===== src/rtl/spi_xfer_ctrl_if.sv =====
// Command descriptor, TX byte stream and SPI PHY/RX-assembler signals of the
// mode-0 SPI transfer sequencer. master = the sequencer, slave = its environment.
interface spi_xfer_ctrl_if #(
  parameter int CNT_W = 8
);
  logic             cmd_valid;
  logic             cmd_ready;
  logic [CNT_W-1:0] cmd_tx_len;
  logic [CNT_W-1:0] cmd_rx_len;
  logic [7:0]       tx_data;
  logic             tx_vld;
  logic             tx_rdy;
  logic             phy_cs_n;
  logic             phy_sclk;
  logic             phy_mosi;
  logic             phy_start;
  logic             phy_finish;
  logic             phy_bit_vld;
  logic             busy;
  logic             done;

  modport master (
    input  cmd_valid, cmd_tx_len, cmd_rx_len, tx_data, tx_vld,
    output cmd_ready, tx_rdy, phy_cs_n, phy_sclk, phy_mosi,
           phy_start, phy_finish, phy_bit_vld, busy, done
  );

  modport slave (
    output cmd_valid, cmd_tx_len, cmd_rx_len, tx_data, tx_vld,
    input  cmd_ready, tx_rdy, phy_cs_n, phy_sclk, phy_mosi,
           phy_start, phy_finish, phy_bit_vld, busy, done
  );
endinterface


===== src/rtl/spi_xfer_ctrl.sv =====
// SPI mode-0 master transaction sequencer: one command = TX bytes (MSB first)
// followed by RX bit clocking, with frame start/finish and per-bit sample strobes.
module spi_xfer_ctrl #(
  parameter int DIV   = 4,
  parameter int CNT_W = 8
) (
  input  logic            clock,
  input  logic            rst_n,
  spi_xfer_ctrl_if.master bus
);

  typedef enum logic [2:0] {
    S_IDLE,
    S_SETUP,
    S_TX_LOAD,
    S_TX_BIT,
    S_RX_BIT,
    S_HOLD
  } state_e;

  localparam logic [7:0]       DIV_M1 = 8'(DIV - 1);
  localparam logic [CNT_W-1:0] TX_ONE = CNT_W'(1);
  localparam logic [CNT_W+2:0] RX_ONE = (CNT_W + 3)'(1);

  state_e           state_q, state_d;
  logic [7:0]       div_q, div_d;
  logic [2:0]       bit_q, bit_d;
  logic [CNT_W-1:0] tx_left_q, tx_left_d;
  logic [CNT_W+2:0] rx_bits_q, rx_bits_d;
  logic [7:0]       shift_q, shift_d;

  logic cs_n_q, cs_n_d;
  logic sclk_q, sclk_d;
  logic mosi_q, mosi_d;
  logic start_q, start_d;
  logic finish_q, finish_d;
  logic bit_vld_q, bit_vld_d;
  logic done_q, done_d;
  logic busy_q, busy_d;
  logic cmd_ready_q, cmd_ready_d;
  logic tx_rdy_q, tx_rdy_d;

  logic div_tc;
  assign div_tc = (div_q == DIV_M1);

  always_comb begin
    state_d   = state_q;
    div_d     = div_q;
    bit_d     = bit_q;
    tx_left_d = tx_left_q;
    rx_bits_d = rx_bits_q;
    shift_d   = shift_q;
    cs_n_d    = cs_n_q;
    sclk_d    = sclk_q;
    mosi_d    = mosi_q;
    tx_rdy_d  = tx_rdy_q;
    start_d   = 1'b0;
    finish_d  = 1'b0;
    bit_vld_d = 1'b0;
    done_d    = 1'b0;

    unique case (state_q)
      S_IDLE: begin
        if (bus.cmd_valid) begin
          tx_left_d = bus.cmd_tx_len;
          rx_bits_d = {bus.cmd_rx_len, 3'b000};
          if ((bus.cmd_tx_len == '0) && (bus.cmd_rx_len == '0)) begin
            done_d = 1'b1;
          end else begin
            state_d = S_SETUP;
            cs_n_d  = 1'b0;
            start_d = 1'b1;
            div_d   = '0;
          end
        end
      end

      S_SETUP: begin
        if (div_tc) begin
          div_d = '0;
          bit_d = '0;
          if (tx_left_q != '0) begin
            state_d  = S_TX_LOAD;
            tx_rdy_d = 1'b1;
          end else begin
            state_d = S_RX_BIT;
          end
        end else begin
          div_d = div_q + 8'd1;
        end
      end

      S_TX_LOAD: begin
        if (bus.tx_vld) begin
          shift_d   = {bus.tx_data[6:0], 1'b0};
          mosi_d    = bus.tx_data[7];
          tx_left_d = tx_left_q - TX_ONE;
          tx_rdy_d  = 1'b0;
          div_d     = '0;
          bit_d     = '0;
          state_d   = S_TX_BIT;
        end
      end

      S_TX_BIT: begin
        if (div_tc) begin
          div_d  = '0;
          sclk_d = ~sclk_q;
          // mosi only moves together with the registered sclk 1->0 transition
          if (sclk_q) begin
            if (bit_q == 3'd7) begin
              if (tx_left_q != '0) begin
                state_d  = S_TX_LOAD;
                tx_rdy_d = 1'b1;
              end else if (rx_bits_q != '0) begin
                state_d = S_RX_BIT;
                mosi_d  = 1'b0;
              end else begin
                state_d  = S_HOLD;
                finish_d = 1'b1;
                mosi_d   = 1'b0;
              end
            end else begin
              mosi_d  = shift_q[7];
              shift_d = {shift_q[6:0], 1'b0};
              bit_d   = bit_q + 3'd1;
            end
          end
        end else begin
          div_d = div_q + 8'd1;
        end
      end

      S_RX_BIT: begin
        if (div_tc) begin
          div_d  = '0;
          sclk_d = ~sclk_q;
          if (!sclk_q) begin
            bit_vld_d = 1'b1;
          end else begin
            rx_bits_d = rx_bits_q - RX_ONE;
            if (rx_bits_q == RX_ONE) begin
              state_d  = S_HOLD;
              finish_d = 1'b1;
            end
          end
        end else begin
          div_d = div_q + 8'd1;
        end
      end

      S_HOLD: begin
        if (div_tc) begin
          div_d   = '0;
          state_d = S_IDLE;
          cs_n_d  = 1'b1;
          done_d  = 1'b1;
        end else begin
          div_d = div_q + 8'd1;
        end
      end

      default: begin
        state_d = S_IDLE;
        cs_n_d  = 1'b1;
        sclk_d  = 1'b0;
        mosi_d  = 1'b0;
        tx_rdy_d = 1'b0;
      end
    endcase

    busy_d      = (state_d != S_IDLE);
    cmd_ready_d = (state_d == S_IDLE);
  end

  always_ff @(posedge clock or negedge rst_n) begin
    if (!rst_n) begin
      state_q     <= S_IDLE;
      div_q       <= '0;
      bit_q       <= '0;
      tx_left_q   <= '0;
      rx_bits_q   <= '0;
      shift_q     <= '0;
      cs_n_q      <= 1'b1;
      sclk_q      <= 1'b0;
      mosi_q      <= 1'b0;
      start_q     <= 1'b0;
      finish_q    <= 1'b0;
      bit_vld_q   <= 1'b0;
      done_q      <= 1'b0;
      busy_q      <= 1'b0;
      cmd_ready_q <= 1'b1;
      tx_rdy_q    <= 1'b0;
    end else begin
      state_q     <= state_d;
      div_q       <= div_d;
      bit_q       <= bit_d;
      tx_left_q   <= tx_left_d;
      rx_bits_q   <= rx_bits_d;
      shift_q     <= shift_d;
      cs_n_q      <= cs_n_d;
      sclk_q      <= sclk_d;
      mosi_q      <= mosi_d;
      start_q     <= start_d;
      finish_q    <= finish_d;
      bit_vld_q   <= bit_vld_d;
      done_q      <= done_d;
      busy_q      <= busy_d;
      cmd_ready_q <= cmd_ready_d;
      tx_rdy_q    <= tx_rdy_d;
    end
  end

  assign bus.cmd_ready   = cmd_ready_q;
  assign bus.tx_rdy      = tx_rdy_q;
  assign bus.phy_cs_n    = cs_n_q;
  assign bus.phy_sclk    = sclk_q;
  assign bus.phy_mosi    = mosi_q;
  assign bus.phy_start   = start_q;
  assign bus.phy_finish  = finish_q;
  assign bus.phy_bit_vld = bit_vld_q;
  assign bus.busy        = busy_q;
  assign bus.done        = done_q;

  a_bit_vld_in_rx: assert property (@(posedge clock) disable iff (!rst_n)
    bit_vld_q |-> (state_q == S_RX_BIT) && sclk_q);
  a_tx_rdy_in_load: assert property (@(posedge clock) disable iff (!rst_n)
    tx_rdy_q |-> (state_q == S_TX_LOAD));
  a_start_finish_excl: assert property (@(posedge clock) disable iff (!rst_n)
    !(start_q && finish_q));

endmodule


===== src/flat_wrapper.sv =====
// flat-port wrapper written by rule: the top's interface ports become plain ports
module spi_xfer_ctrl_flat 
#(
  parameter int DIV   = 4,
  parameter int CNT_W = 8
)
  (clock, rst_n, bus_cmd_valid, bus_cmd_tx_len, bus_cmd_rx_len, bus_tx_data, bus_tx_vld, bus_cmd_ready, bus_tx_rdy, bus_phy_cs_n, bus_phy_sclk, bus_phy_mosi, bus_phy_start, bus_phy_finish, bus_phy_bit_vld, bus_busy, bus_done);
  spi_xfer_ctrl_if #(.CNT_W(CNT_W)) bus_i ();
  input  logic clock;
  input  logic rst_n;
  input wire logic [$bits(bus_i.cmd_valid)-1:0] bus_cmd_valid;
  input wire logic [$bits(bus_i.cmd_tx_len)-1:0] bus_cmd_tx_len;
  input wire logic [$bits(bus_i.cmd_rx_len)-1:0] bus_cmd_rx_len;
  input wire logic [$bits(bus_i.tx_data)-1:0] bus_tx_data;
  input wire logic [$bits(bus_i.tx_vld)-1:0] bus_tx_vld;
  output wire logic [$bits(bus_i.cmd_ready)-1:0] bus_cmd_ready;
  output wire logic [$bits(bus_i.tx_rdy)-1:0] bus_tx_rdy;
  output wire logic [$bits(bus_i.phy_cs_n)-1:0] bus_phy_cs_n;
  output wire logic [$bits(bus_i.phy_sclk)-1:0] bus_phy_sclk;
  output wire logic [$bits(bus_i.phy_mosi)-1:0] bus_phy_mosi;
  output wire logic [$bits(bus_i.phy_start)-1:0] bus_phy_start;
  output wire logic [$bits(bus_i.phy_finish)-1:0] bus_phy_finish;
  output wire logic [$bits(bus_i.phy_bit_vld)-1:0] bus_phy_bit_vld;
  output wire logic [$bits(bus_i.busy)-1:0] bus_busy;
  output wire logic [$bits(bus_i.done)-1:0] bus_done;
  assign bus_i.cmd_valid = bus_cmd_valid;
  assign bus_i.cmd_tx_len = bus_cmd_tx_len;
  assign bus_i.cmd_rx_len = bus_cmd_rx_len;
  assign bus_i.tx_data = bus_tx_data;
  assign bus_i.tx_vld = bus_tx_vld;
  assign bus_cmd_ready = bus_i.cmd_ready;
  assign bus_tx_rdy = bus_i.tx_rdy;
  assign bus_phy_cs_n = bus_i.phy_cs_n;
  assign bus_phy_sclk = bus_i.phy_sclk;
  assign bus_phy_mosi = bus_i.phy_mosi;
  assign bus_phy_start = bus_i.phy_start;
  assign bus_phy_finish = bus_i.phy_finish;
  assign bus_phy_bit_vld = bus_i.phy_bit_vld;
  assign bus_busy = bus_i.busy;
  assign bus_done = bus_i.done;
  spi_xfer_ctrl #(.DIV(DIV), .CNT_W(CNT_W)) u_core (.clock(clock), .rst_n(rst_n), .bus(bus_i));
endmodule

===== config.mk =====
export PLATFORM = sky130hd
export DESIGN_NAME = spi_xfer_ctrl_flat
export DESIGN_NICKNAME = d
export VERILOG_FILES = /design/src/rtl/spi_xfer_ctrl_if.sv /design/src/rtl/spi_xfer_ctrl.sv /design/src/flat_wrapper.sv
export SDC_FILE = /design/constraint.sdc
export NUM_CORES = 1
export LEC_CHECK = 0
export ABC_AREA = 1
export CORE_ASPECT_RATIO = 1.2
export CORE_MARGIN = 1.5
export CORE_UTILIZATION = 50
export DETAILED_ROUTE_END_ITERATION = 8
export HOLD_SLACK_MARGIN = 0.06
export PLACE_DENSITY = 0.81
export SYNTH_ARGS = -nofsm -noshare
export SYNTH_HDL_FRONTEND = slang
export SYNTH_SLANG_ARGS = --single-unit

===== constraint.sdc =====
create_clock -name clock -period 1.6 [get_ports clock]
set_input_delay 0.4 -clock clock [delete_from_list [all_inputs] [get_ports clock]]
set_output_delay 0.4 -clock clock [all_outputs]
set_load 0.01 [all_outputs]

; ---- Word-level counts from Yosys, hierarchy flattened
; Index checks and enable logic that the tools add are counted.
[classes]
n_addsub = 4
eq_ne = 21
muxes = 76
n_bitwise = 5
reduce_logical = 28
[ops]
columns = operator, count
row1 = 8-bit two-way mux, 10
row2 = 3-bit two-way mux, 18
row3 = 1-bit two-way mux, 33
row4 = 11-bit two-way mux, 3
row5 = 8-bit one-hot mux with 2 select lines, 2
row6 = 8-bit one-hot mux with 3 select lines, 1
row7 = 11-bit one-hot mux with 2 select lines, 1
row8 = 3-bit one-hot mux with 6 select lines, 1
row9 = 8-bit logical NOT, 2
row10 = 2-bit by 1-bit inequality test with 1-bit output (second input constant), 8
row11 = 4-bit OR reduction, 4
row12 = 4-bit AND reduction, 3
row13 = 6-bit AND reduction, 2
row14 = 11-bit by 1-bit equality test with 1-bit output (second input constant), 1
row15 = 11-bit nonzero test, 1
row16 = 11-bit by 1-bit subtractor with 11-bit output (second input constant), 1
row17 = 5-bit AND reduction, 2
row18 = 3-bit equality test (second input constant), 3
row19 = 3-bit one-hot mux with 3 select lines, 1
row20 = 3-bit nonzero test, 3
row21 = 8-bit by 1-bit adder with 8-bit output (second input constant), 1
row22 = 8-bit by 2-bit equality test with 1-bit output (second input constant), 1
row23 = 2-bit inequality test (second input constant), 4
row24 = 8-bit nonzero test, 1
row25 = 16 further kinds, 27
[totals]
register_bits = 51
input_bits = 28
output_inout_bits = 10
elab_cells = 150

; ---- Logic depth before layout (Yosys ltp)
[logic_depth]
ltp_word = 8
ltp_mapped = 11
mapped_depth_nobuf = 11

; ---- Least setup slack after synthesis
; Ideal clock, no wire load.
[synth_timing]
kind = flip-flop to flip-flop
startpoint = reg u_core.bit_q[0]
endpoint = reg u_core.shift_q[1]
setup_ns = 0.121
t_arrival_ns = 1.454
t_required_ns = 1.479
setup_slack_ns = 0.025
stages_incl_launch_ff = 7
n_path_buf = 1
synth_period_minus_slack_ns = 1.575
path_cell_list = dfrtp_1 ha_1 ha_1 or2_4 a22oi_4 buf_6 o21ai_1
[synth_between]
elab_chain_len = 3
[synth_rtl]
columns = item, line_no
row1 = from (decl), spi_xfer_ctrl.sv:27  ; logic [2:0] bit_q, bit_d;
row2 = from (signal assigned), spi_xfer_ctrl.sv:197  ; bit_q <= bit_d;
row3 = 3-bit equality test, spi_xfer_ctrl.sv:111  ; if (bit_q == 3'd7) begin
row4 = 2-bit inequality test (no line), -
row5 = 5-bit AND reduction (no line), -
row6 = to (signal assigned), spi_xfer_ctrl.sv:200  ; shift_q <= shift_d;
row7 = to (decl), spi_xfer_ctrl.sv:30  ; logic [7:0] shift_q, shift_d;
; No other way between the ends.
; A chain may end at the register's enable or synchronous reset.

; ---- Final worst setup path
[layout_timing]
startpoint = reg u_core.bit_q[0]
endpoint = reg u_core.shift_q[2]
; Same word-level chain as after synthesis.

==> qor.txt <==
Status - finished, violations left
Failing checks - negative setup slack
Startpoint types - flop
# port buffers - 37
Area delta synth->final - 41.6%
Vias/cell - 5.33
Final hold violations - 0
First-pass GRT wire length - 12,600 µm
Share of total power in the clock network - 14.0%
Die area - 6500 µm²
Top cells by count, synth - nand2_1, nor2_1, dfrtp_1
GP Congestion - 0.890
Die Width - 73.9 µm
Final Critical Period - 1.64 ns
Pins Over Slew Limit - 0
Fill count - 421
R2r setup slk - -0.04 ns
Worst-Skew Late Latency - 0.31 ns
Cell count after synthesis - 413
Slowest cell on crit path - dfrtp_1
Final cycle utilization of the critical path - 103%
Num CTS Buffers - 5
Gate power share - 55.4%
Pwr/cell area - 1540 nW/µm²
Initial Utilization - 52.5%
Critical Path RT - 1.84 ns
Pleak - 2.12 nW
Clk Tree Root Cell - clkbuf_8
# setup viols final - 8
Seq pwr share - 30.7%
Crit path largest cell delay - 0.39 ns
RR Startpoint - u_core.bit_q[0]
Max Cap Violations - 0
Critical path, cell by cell - ha_2 > ha_4 > or2_4 > a22oi_4 > buf_6 > nand2_1 > o21ai_1
FF-to-FF path depth - 7
Relative slew slack - 76.8%
CP arrival - 1.88 ns
WL/cell - 13.6 µm
Internal - 3.82 mW
TritonCTS clock tree - yes
Final ANT Viol Nets - 0
Setup CP Type - reg -> reg
Multi-input combinational cell area - 1740 µm²
Initial antenna violation count - 0
Sequential area share after synthesis - 41.6%
HPWL after DPL - 5200 µm
Largest net degree at the start of global routing - 51
Total Power - 6.59 mW
CTS Buffer Depth - 2
Termination of the worst setup path - u_core.shift_q[2]
RSZ-0062 raised after global routing - true
1st-iter DRT viols - 224
Post-route core utilization - 74.3%
Netlist cell types - 34
Reg2reg end - u_core.shift_q[2]
Reg area - 1260 µm²
Htree depth - 2
Net Sw Frac - 42.1%
Primary FF master, synth - dfrtp_1
Final setup margin - -0.0409 ns
Final WL - 8010 µm
Slew @ Worst Pin - 0.344 ns
Final setup TNS - -0.178 ns
Max VDD drop - 0.868 mV
Worst-path maximum fanout - 7
Share of post-route cells with drive strength above 1 - 29.1%
All-Layer GR Usage - 25.0%
CTS clk-pin slew, worst paths - 0.09 ns
Synth area leader - dfrtp_1
Share of the synthesized area in the top cell type - 39.9%
Syn avg cell area - 7.30 µm²
Yosys warns - 0
Most frequent cell after synthesis - nand2_1
Clock skew - 0.00565 ns
Core ar. - 5740 µm²
Synthesized area - 3010 µm²
CTS sink cnt - 50
N_diodes - 0
Dpl cells - 567
Residual DRC - 0
HP Class - in -> async
EDFF count, synth - 0
Number of synthesized register bits - 50
Die Y - 88.1 µm
I/O pins - 38
Drt pass-1 iters - 6
Non-Filler Instances - 589
Area contributors post-synth - dfrtp_1, nand2_1, nor2_1
Via count - 3,139
Post-synth ARST share - 100%
Vias in the first global route - 2,974
Synth Net Count - 449
Rows - 30
Global route total overflow - 0
Nets - 545
Peak Freq - 609 MHz
Switching Power - 2.78 mW
Setup crit end kind - flop
Worst setup startpoint - u_core.bit_q[0]
-- kinds of logic after synthesis --
| kind of cell | share of synthesized area [%] |
|---|---|
| adder cells (fa/ha/maj) | 3.32 |
| AND/OR/NAND/NOR | 30.6 |
| XOR/XNOR | 2.32 |
| flip-flops | 41.6 |
| buffers and inverters | 8.14 |
| AO/OA/AOI/OAI | 14.0 |
-- layer usage --
| layer | global-route usage, % | share of wire (%) |
|---|---|---|
| met1 | 28.1 | 40 |
| met2 | 46.3 | 53 |
| met3 | 4.14 | 4.3 |
| met4 | 9.93 | 3.1 |
| met5 | 0 | 0 |
-- worst min-delay path by stage --
stage | to | depth (start not counted) | slack (ns) | from
final | u_core.tx_left_q[3] | 2 | 0.06 | rst_n
after global routing | u_core.tx_left_q[3] | 2 | 0.07 | rst_n
after CTS | u_core.tx_left_q[3] | 2 | 0.08 | rst_n
after detailed placement | u_core.tx_left_q[3] | 2 | 0.41 | rst_n
after global placement | u_core.tx_left_q[1] | 2 | 0.40 | rst_n
after floorplan | u_core.bit_q[0] | 0 | 0.10 | rst_n
-- sequential cells by signal, summed over array words and instances, names as in the netlist, 3 cells and up --
signal	count
u_core.div_q	8
u_core.bit_q	3
u_core.tx_left_q	8
u_core.state_q	3
u_core.rx_bits_q	11
u_core.shift_q	7
-- timing repair --
item / CTS / global route
buffers inserted: 5 / 11
gates cloned: 1 / 0
endpoints found under the setup margin: 25 / 46
pin swaps: 4 / 29
hold endpoints to repair: 0 / 0
hold buffers: 0 / 0
resized for setup: 21 / 74
-- power groups by stage --
stage,Clock [mW],Sequential (mW),Combinational (mW)
2_1_floorplan,0,2.01,1.90
3_3_place_gp,0,2.03,2.83
3_5_place_dp,0,2.05,2.93
4_1_cts,0.929,2.01,3.17
5_1_grt,0.983,2.08,4.06
6_report,0.920,2.02,3.65
-- cell usage in the layout (no fill, tap or decap), drive strengths merged --
| master | count |
|---|---|
| a21oi | 11 |
| a22oi | 1 |
| a31oi | 3 |
| buf | 62 |
| bufinv | 1 |
| clkbuf | 6 |
| clkdlybuf4s50 | 26 |
| dfrtp | 48 |
| dfstp | 2 |
| dlygate4sd2 | 5 |
| dlymetal6s2s | 5 |
| ha | 8 |
| inv | 48 |
| nand2 | 114 |
| nand3 | 25 |
| nand3b | 4 |
| nand4 | 3 |
| nor2 | 65 |
| nor3 | 3 |
| o211ai | 4 |
| o21ai | 45 |
| o221ai | 1 |
| o22ai | 4 |
| o31ai | 3 |
| or2 | 4 |
| xnor2 | 1 |
| xor2 | 7 |
-- worst max-delay path, delay by kind of cell, from the launching register on --
kind                       cells  cell delay, ns
adders and majority gates      2            0.36
DFF                            1            0.39
buffers and inverters          1            0.18
AOI/OAI and AO/OA              2            0.31
and+or+nand+nor                2            0.33
-- through the flow --
stage | area [µm²] | worst slack, ns | hold WS [ns]
finish | 4270 | -0.0409 | 0.0574
global route | 4270 | -0.113 | 0.0704
CTS | 4030 | -0.0599 | 0.0752
detailed placement | 3790 | -0.358 | 0.411
global placement | 3790 | -0.260 | 0.405
floorplan | 3010 | 0.0252 | 0.104
-- layout make-up --
class	count	share of cell area, %
inverter	48	4.40
multi-input combinational	306	40.7
clock inverter	1	0.703
tap	80	2.34
timing repair buffer	98	20.5
clock buffer	6	1.93
sequential	50	29.4
Power figures use the tool's default switching activity.
==> RTL edit 1 (config.mk and constraints unchanged) <==
`CNT_W` is set to 8 in 3 places; all go to 7.
--- a/src/rtl/spi_xfer_ctrl_if.sv
+++ b/src/rtl/spi_xfer_ctrl_if.sv
@@ -1,7 +1,7 @@
 // Command descriptor, TX byte stream and SPI PHY/RX-assembler signals of the
 // mode-0 SPI transfer sequencer. master = the sequencer, slave = its environment.
 interface spi_xfer_ctrl_if #(
-  parameter int CNT_W = 8
+  parameter int CNT_W = 7
 );
   logic             cmd_valid;
   logic             cmd_ready;
--- a/src/rtl/spi_xfer_ctrl.sv
+++ b/src/rtl/spi_xfer_ctrl.sv
@@ -2,7 +2,7 @@
 // followed by RX bit clocking, with frame start/finish and per-bit sample strobes.
 module spi_xfer_ctrl #(
   parameter int DIV   = 4,
-  parameter int CNT_W = 8
+  parameter int CNT_W = 7
 ) (
   input  logic            clock,
   input  logic            rst_n,
--- a/src/flat_wrapper.sv
+++ b/src/flat_wrapper.sv
@@ -2,7 +2,7 @@
 module spi_xfer_ctrl_flat 
 #(
   parameter int DIV   = 4,
-  parameter int CNT_W = 8
+  parameter int CNT_W = 7
 )
   (clock, rst_n, bus_cmd_valid, bus_cmd_tx_len, bus_cmd_rx_len, bus_tx_data, bus_tx_vld, bus_cmd_ready, bus_tx_rdy, bus_phy_cs_n, bus_phy_sclk, bus_phy_mosi, bus_phy_start, bus_phy_finish, bus_phy_bit_vld, bus_busy, bus_done);
   spi_xfer_ctrl_if #(.CNT_W(CNT_W)) bus_i ();
Ports: changed (resized bus_cmd_rx_len and bus_cmd_tx_len); port bits go from 38 to 36. No check against the original RTL was run, so the function may have changed too.
==> RTL edit 1 against the unedited design <==
Cell area shrank 4.9%; area after synthesis grew 1.2%; global-route usage shrank 1.8 points; highest routed layer unchanged; wire length shrank 9.7%; synthesized cell count shrank 1.9%; sequential cell count shrank 2; setup slack gained 58 ps; via count shrank 7.7%; total power shrank 7.7%; clock skew grew 2.6 ps.
==> RTL edit 1: results (changes against the unedited design) <==
CP max stage delay -> 400 ps
Worst Hold Class -> in -> async
clock latency at the later pin of the worst-skew pair -> 300 ps
IO buf count -> 35 (-5.4%)
total CTS buffers -> 5 (unchanged)
Yosys cell types -> 45 (+32%)
CP max FO -> 5 (-2)
Synthesized Nets -> 439 (-2.2%)
Nets -> 523 (-4.0%)
reg2reg path depth -> 9 (+2)
CP endpoint -> u_core.bus.cmd_ready$_DFF_PN1_
fill cell count -> 481 (+14%)
Slowest-stage cell, CP -> dfrtp_1
leakage -> 2.04 nW (-3.8%)
Syn Area/Cell -> 7.54 sq um (+3.2%)
clock-pin transition on the worst setup and hold timing paths -> 90 ps (about the same)
GPL Wtd Cong -> 0.896 (+0.72%)
First DRT Iteration DRCs -> 168 (-25%)
outcome -> finished, final reports clean
HPWL after DPL -> 5240 um (+0.78%)
ratio of cells with drive above 1 in the final layout -> 27.3% (-1.7 points)
Root Buffer -> clkbuf_8
top flop regs -> u_core.rx_bits_q (10), u_core.div_q (8)
worst slew pin tran -> 336 ps (-8.54 ps)
number of antenna diodes -> 0 (unchanged)
CP arrival -> 1820 ps (-60 ps)
peak supply drop -> 734 uV (-15%)
CP startpoint -> u_core.div_q[0]$_DFFE_PN0P_
synth warn -> 0 (unchanged)
Post-synth ARST share -> 100% (unchanged)
cell family with most CP delay -> simple AND/OR/NAND/NOR gates
Initial DRT Pass Iterations -> 5 (-1)
Primary FF master, synth -> dfrtp_1
H-tree depth -> 2 (unchanged)
vias in the first global route -> 2,895 (-2.7%)
DP Area -> 3770 sq um (-0.53%)
commonest cells in the synthesized netlist -> 113 x nand2_1, 46 x dfrtp_1, 45 x inv_1
initial antenna violation count -> 0 (unchanged)
register area share after synthesis -> 39.4% (-2.2 points)
first-pass GRT wire length -> 12,000 um (-5.1%)
CTS max path bufs -> 2 (unchanged)
clock skew -> 8.25 ps (+2.60 ps)
Routed WL -> 7240 um (-9.7%)
via/cell ratio -> 5.06 (-5.0%)
largest net degree at the start of global routing -> 49 (-3.9%)
drt wl/cell -> 12.6 um (-7.0%)
Synth top area share -> 37.7% (-2.1 points)
total track usage -> 23.2% (-1.8 points)
Synth area leaders -> dfrtp_1 38%, nand2_1 14%, inv_1 5.5%
R2R Setup Slk -> 20 ps (+60 ps)
placed cell count -> 554 (-2.3%)
==> RTL edit 1: power by group <==
group	internal (W)	switching, W	leakage [nW]	total [W]
registers	0.00165	0.000340	0.610	0.00199
logic	0.00144	0.00192	1.38	0.00336
clock network	0.000353	0.000389	0.0455	0.000742
==> RTL edit 1: worst register-to-register path, stage by stage (launching register included) <==
cell,delay (ps)
dfrtp_1,400
ha_4,190
inv_2,50
nor3_2,130
nand2_2,160
a21oi_4,210
nand2_1,70
nor2_1,110
nand2_1,90
nor2_1,110
==> RTL edit 1: cell type report <==
type                    count  share of cell area (%)
multi-input cells         295                    41.7
well taps                  82                    2.53
inverters                  55                    5.18
clock buffers               8                    2.22
repair buffers             84                    18.7
flip-flops and latches     48                    29.7
==> RTL edit 1: metrics by stage <==
step	util (%)	setup WS, ps
3_3_place_gp	63.0	-276
6_report	68.0	17.2
2_1_floorplan	-	99.3
3_5_place_dp	63.0	-301
4_1_cts	65.1	6.67
5_1_grt	68.0	-80.1
==> RTL edit 1: worst min path at each step <==
stage          start                               to  slack, ps  cells past startpoint
2_1_floorplan  rst_n      u_core.bit_q[0]$_DFFE_PN0P_        100                      0
4_1_cts        rst_n      u_core.div_q[1]$_DFFE_PN0P_         80                      2
5_1_grt        rst_n  u_core.tx_left_q[0]$_DFFE_PN0P_         80                      2
3_3_place_gp   rst_n  u_core.tx_left_q[1]$_DFFE_PN0P_        410                      2
3_5_place_dp   rst_n  u_core.tx_left_q[1]$_DFFE_PN0P_        410                      2
6_report       rst_n  u_core.tx_left_q[1]$_DFFE_PN0P_         60                      2
==> RTL edit 1: cell families after synthesis <==
group,count (synthesis),share of synthesized area [%]
AO/OA/AOI/OAI,62,12.5
XOR/XNOR,5,1.43
adder cells (fa/ha/maj),8,3.28
buffers and inverters,63,9.22
flip-flops,48,39.4
AND/OR/NAND/NOR,219,34.1
==> RTL edit 1: metal layers <==
layer | track usage [%] | part of all wire (%)
met4 | 11.7 | 3.2
met1 | 26.6 | 42
met5 | 0 | 0
met2 | 41.5 | 52
met3 | 3.53 | 3.4
==> RTL edit 1: repair_timing <==
| item | 4_1_cts | 5_1_grt |
|---|---|---|
| resized for setup | 10 | 33 |
| gates cloned | 1 | 0 |
| buffers inserted | 1 | 8 |
| endpoints found under the hold margin | 0 | 0 |
| pin swaps | 2 | 10 |
| endpoints found under the setup margin | 22 | 37 |
==> RTL edit 2 (same settings) <==
Without the edit above. Encoding of `state_e`: now one-hot (6 bits for 6 states).
--- a/src/rtl/spi_xfer_ctrl.sv
+++ b/src/rtl/spi_xfer_ctrl.sv
@@ -9,13 +9,13 @@
   spi_xfer_ctrl_if.master bus
 );
 
-  typedef enum logic [2:0] {
-    S_IDLE,
-    S_SETUP,
-    S_TX_LOAD,
-    S_TX_BIT,
-    S_RX_BIT,
-    S_HOLD
+  typedef enum logic [5:0] {
+    S_IDLE    = 6'b000001,
+    S_SETUP   = 6'b000010,
+    S_TX_LOAD = 6'b000100,
+    S_TX_BIT  = 6'b001000,
+    S_RX_BIT  = 6'b010000,
+    S_HOLD    = 6'b100000
   } state_e;
 
   localparam logic [7:0]       DIV_M1 = 8'(DIV - 1);
Formal check against the unedited RTL: no difference found for any inputs over 10 cycles, from zero or initial values and one cycle with rst_n low; not proved beyond that.
==> RTL edit 2 against the unedited design <==
The run still ends with negative setup slack left; cell count grew 16%; wire length is 27% higher; non-clock buffer count grew 4; sequential share of layout area is 1.4 points lower; sequential cell count grew 3; total power shrank 11%; setup slack worse by 22 ps; die area rose by 11%; cell area rose by 11%; area after synthesis up 12%; critical endpoint is now u_core.bus.phy_finish$_DFF_PN0_.
==> RTL edit 2: results (changes against the unedited design) <==
outcome -> finished with violations
failing checks -> negative setup slack
total track usage -> 25.1% (+0.089 points)
Worst Hold Class -> reg -> reg
reg2reg path depth -> 6 (-1)
R2R Setup Slk -> -60 ps (-20 ps)
post-route worst setup slack -> -62.7 ps (-21.8 ps)
headroom to the max-slew limit -> 70.7% (-6.1 points)
DP Area -> 4180 sq um (+11%)
r2r endpoint -> u_core.bus.phy_finish$_DFF_PN0_
commonest cells in the synthesized netlist -> 188 x nand2_1, 58 x nor2_1, 50 x dfrtp_1, 50 x inv_1, 40 x nand3_1
cell family with most CP delay -> simple AND/OR/NAND/NOR gates
Yosys cell types -> 32 (-5.9%)
CP arrival -> 1900 ps (+20 ps)
Synthesized Nets -> 529 (+18%)
drt wl/cell -> 14.8 um (+8.9%)
clock skew -> 8.40 ps (+2.75 ps)
vias in the first global route -> 3,391 (+14%)
HPWL after DPL -> 6180 um (+19%)
Synth area leaders -> dfrtp_1 37%, nand2_1 21%, nor2_1 6.5%
peak supply drop -> 780 uV (-10%)
worst hold margin -> 465 ps (+408 ps)
Initial DRT Pass Iterations -> 7 (+1)
ratio of cells with drive above 1 in the final layout -> 24.7% (-4.4 points)
leakage -> 2.50 nW (+18%)
reg2reg start -> u_core.rx_bits_q[2]$_DFFE_PN0P_
First DRT Iteration DRCs -> 280 (+25%)
register area share after synthesis -> 39.4% (-2.2 points)
setup total negative slack -> -228 ps (-49.0 ps)
largest net degree at the start of global routing -> 22 (-57%)
Nets -> 634 (+16%)
Final Setup Violations -> 10 (+2)
CP max stage delay -> 450 ps (+60 ps)
-- RTL edit 2: cell count changes in the layout (fill, tap and decap cells not counted), moves of 6 or more --
cell     unedited run  this run
inv_1              36        45
xor2_1              7         1
o21ai_0            28        17
nor2_4              3        10
nand2_1            92       171
nand3_1            19        37
-- RTL edit 2: how the worst max path moves through the flow --
stage                                      endpoint                            start  slack [ps]
finish              u_core.bus.phy_finish$_DFF_PN0_  u_core.rx_bits_q[2]$_DFFE_PN0P_         -60
global route        u_core.bus.phy_finish$_DFF_PN0_  u_core.rx_bits_q[2]$_DFFE_PN0P_        -180
CTS                     u_core.bit_q[0]$_DFFE_PN0P_      u_core.state_q[1]$_DFF_PN0_         -20
detailed placement    u_core.shift_q[2]$_DFFE_PN0P_                       bus_tx_vld        -240
global placement      u_core.shift_q[3]$_DFFE_PN0P_                       bus_tx_vld        -210
floorplan             u_core.shift_q[1]$_DFFE_PN0P_      u_core.div_q[0]$_DFFE_PN0P_          80
-- RTL edit 2: what timing repair did --
action                                  in CTS  in global routing
pin swaps                                    2                 30
hold endpoints to repair                    12                  0
resized for setup                            9                 79
setup buffers                                5                 11
hold buffers                                 1                  0
cloned                                       1                  2
endpoints found under the setup margin      27                 47
-- RTL edit 2: cell type report --
cell class	instances	area, sq um
timing repair inverter	1	7.51
sequential	53	1330
timing repair buffer	102	915
inverter	58	228
clock buffer	7	86.3
tap	85	106
clock inverter	1	30.0
fill	487	1750
multi-input combinational	378	2040
-- RTL edit 2: worst reg2reg max path: cells and delay by family, from the launching register on --
family / cells / cell delay, ps
DFF: 1 / 450
and+or+nand+nor: 6 / 1140
-- RTL edit 2: routing by layer --
| metal | global-route usage (%) | vias to the layer above | share of wire [%] |
|---|---|---|---|
| met5 | 0 | - | 0 |
| met4 | 9.08 | 0 | 3.4 |
| met3 | 3.71 | 37 | 4.8 |
| met2 | 46.4 | 159 | 53 |
| met1 | 29.2 | 1709 | 38 |
| li1 | - | 1775 | - |
-- RTL edit 2: logic make-up (layout without fill, tap and decap cells) --
logic type	count (synthesis)	after routing	share of synthesized area [%]
and+or+nand+nor	324	325	42.3
buffers and inverters	64	169	7.75
DFF	53	53	39.4
AOI/OAI and AO/OA	43	43	7.16
adders and majority gates	7	7	2.60
xor gates and xnor gates	3	3	0.779
-- RTL edit 2: metrics by stage --
step	std cells	utilization [%]
2_1_floorplan	494	-
3_3_place_gp	657	64.5
3_5_place_dp	657	64.5
4_1_cts	672	67.2
5_1_grt	685	73.1
6_report	685	73.1
-- RTL edit 2: where the power goes --
group	switching [W]	internal, W
Sequential	0.000276	0.00169
Clock	0.000447	0.000511
Combinational	0.00172	0.00119
Total	0.00244	0.00340
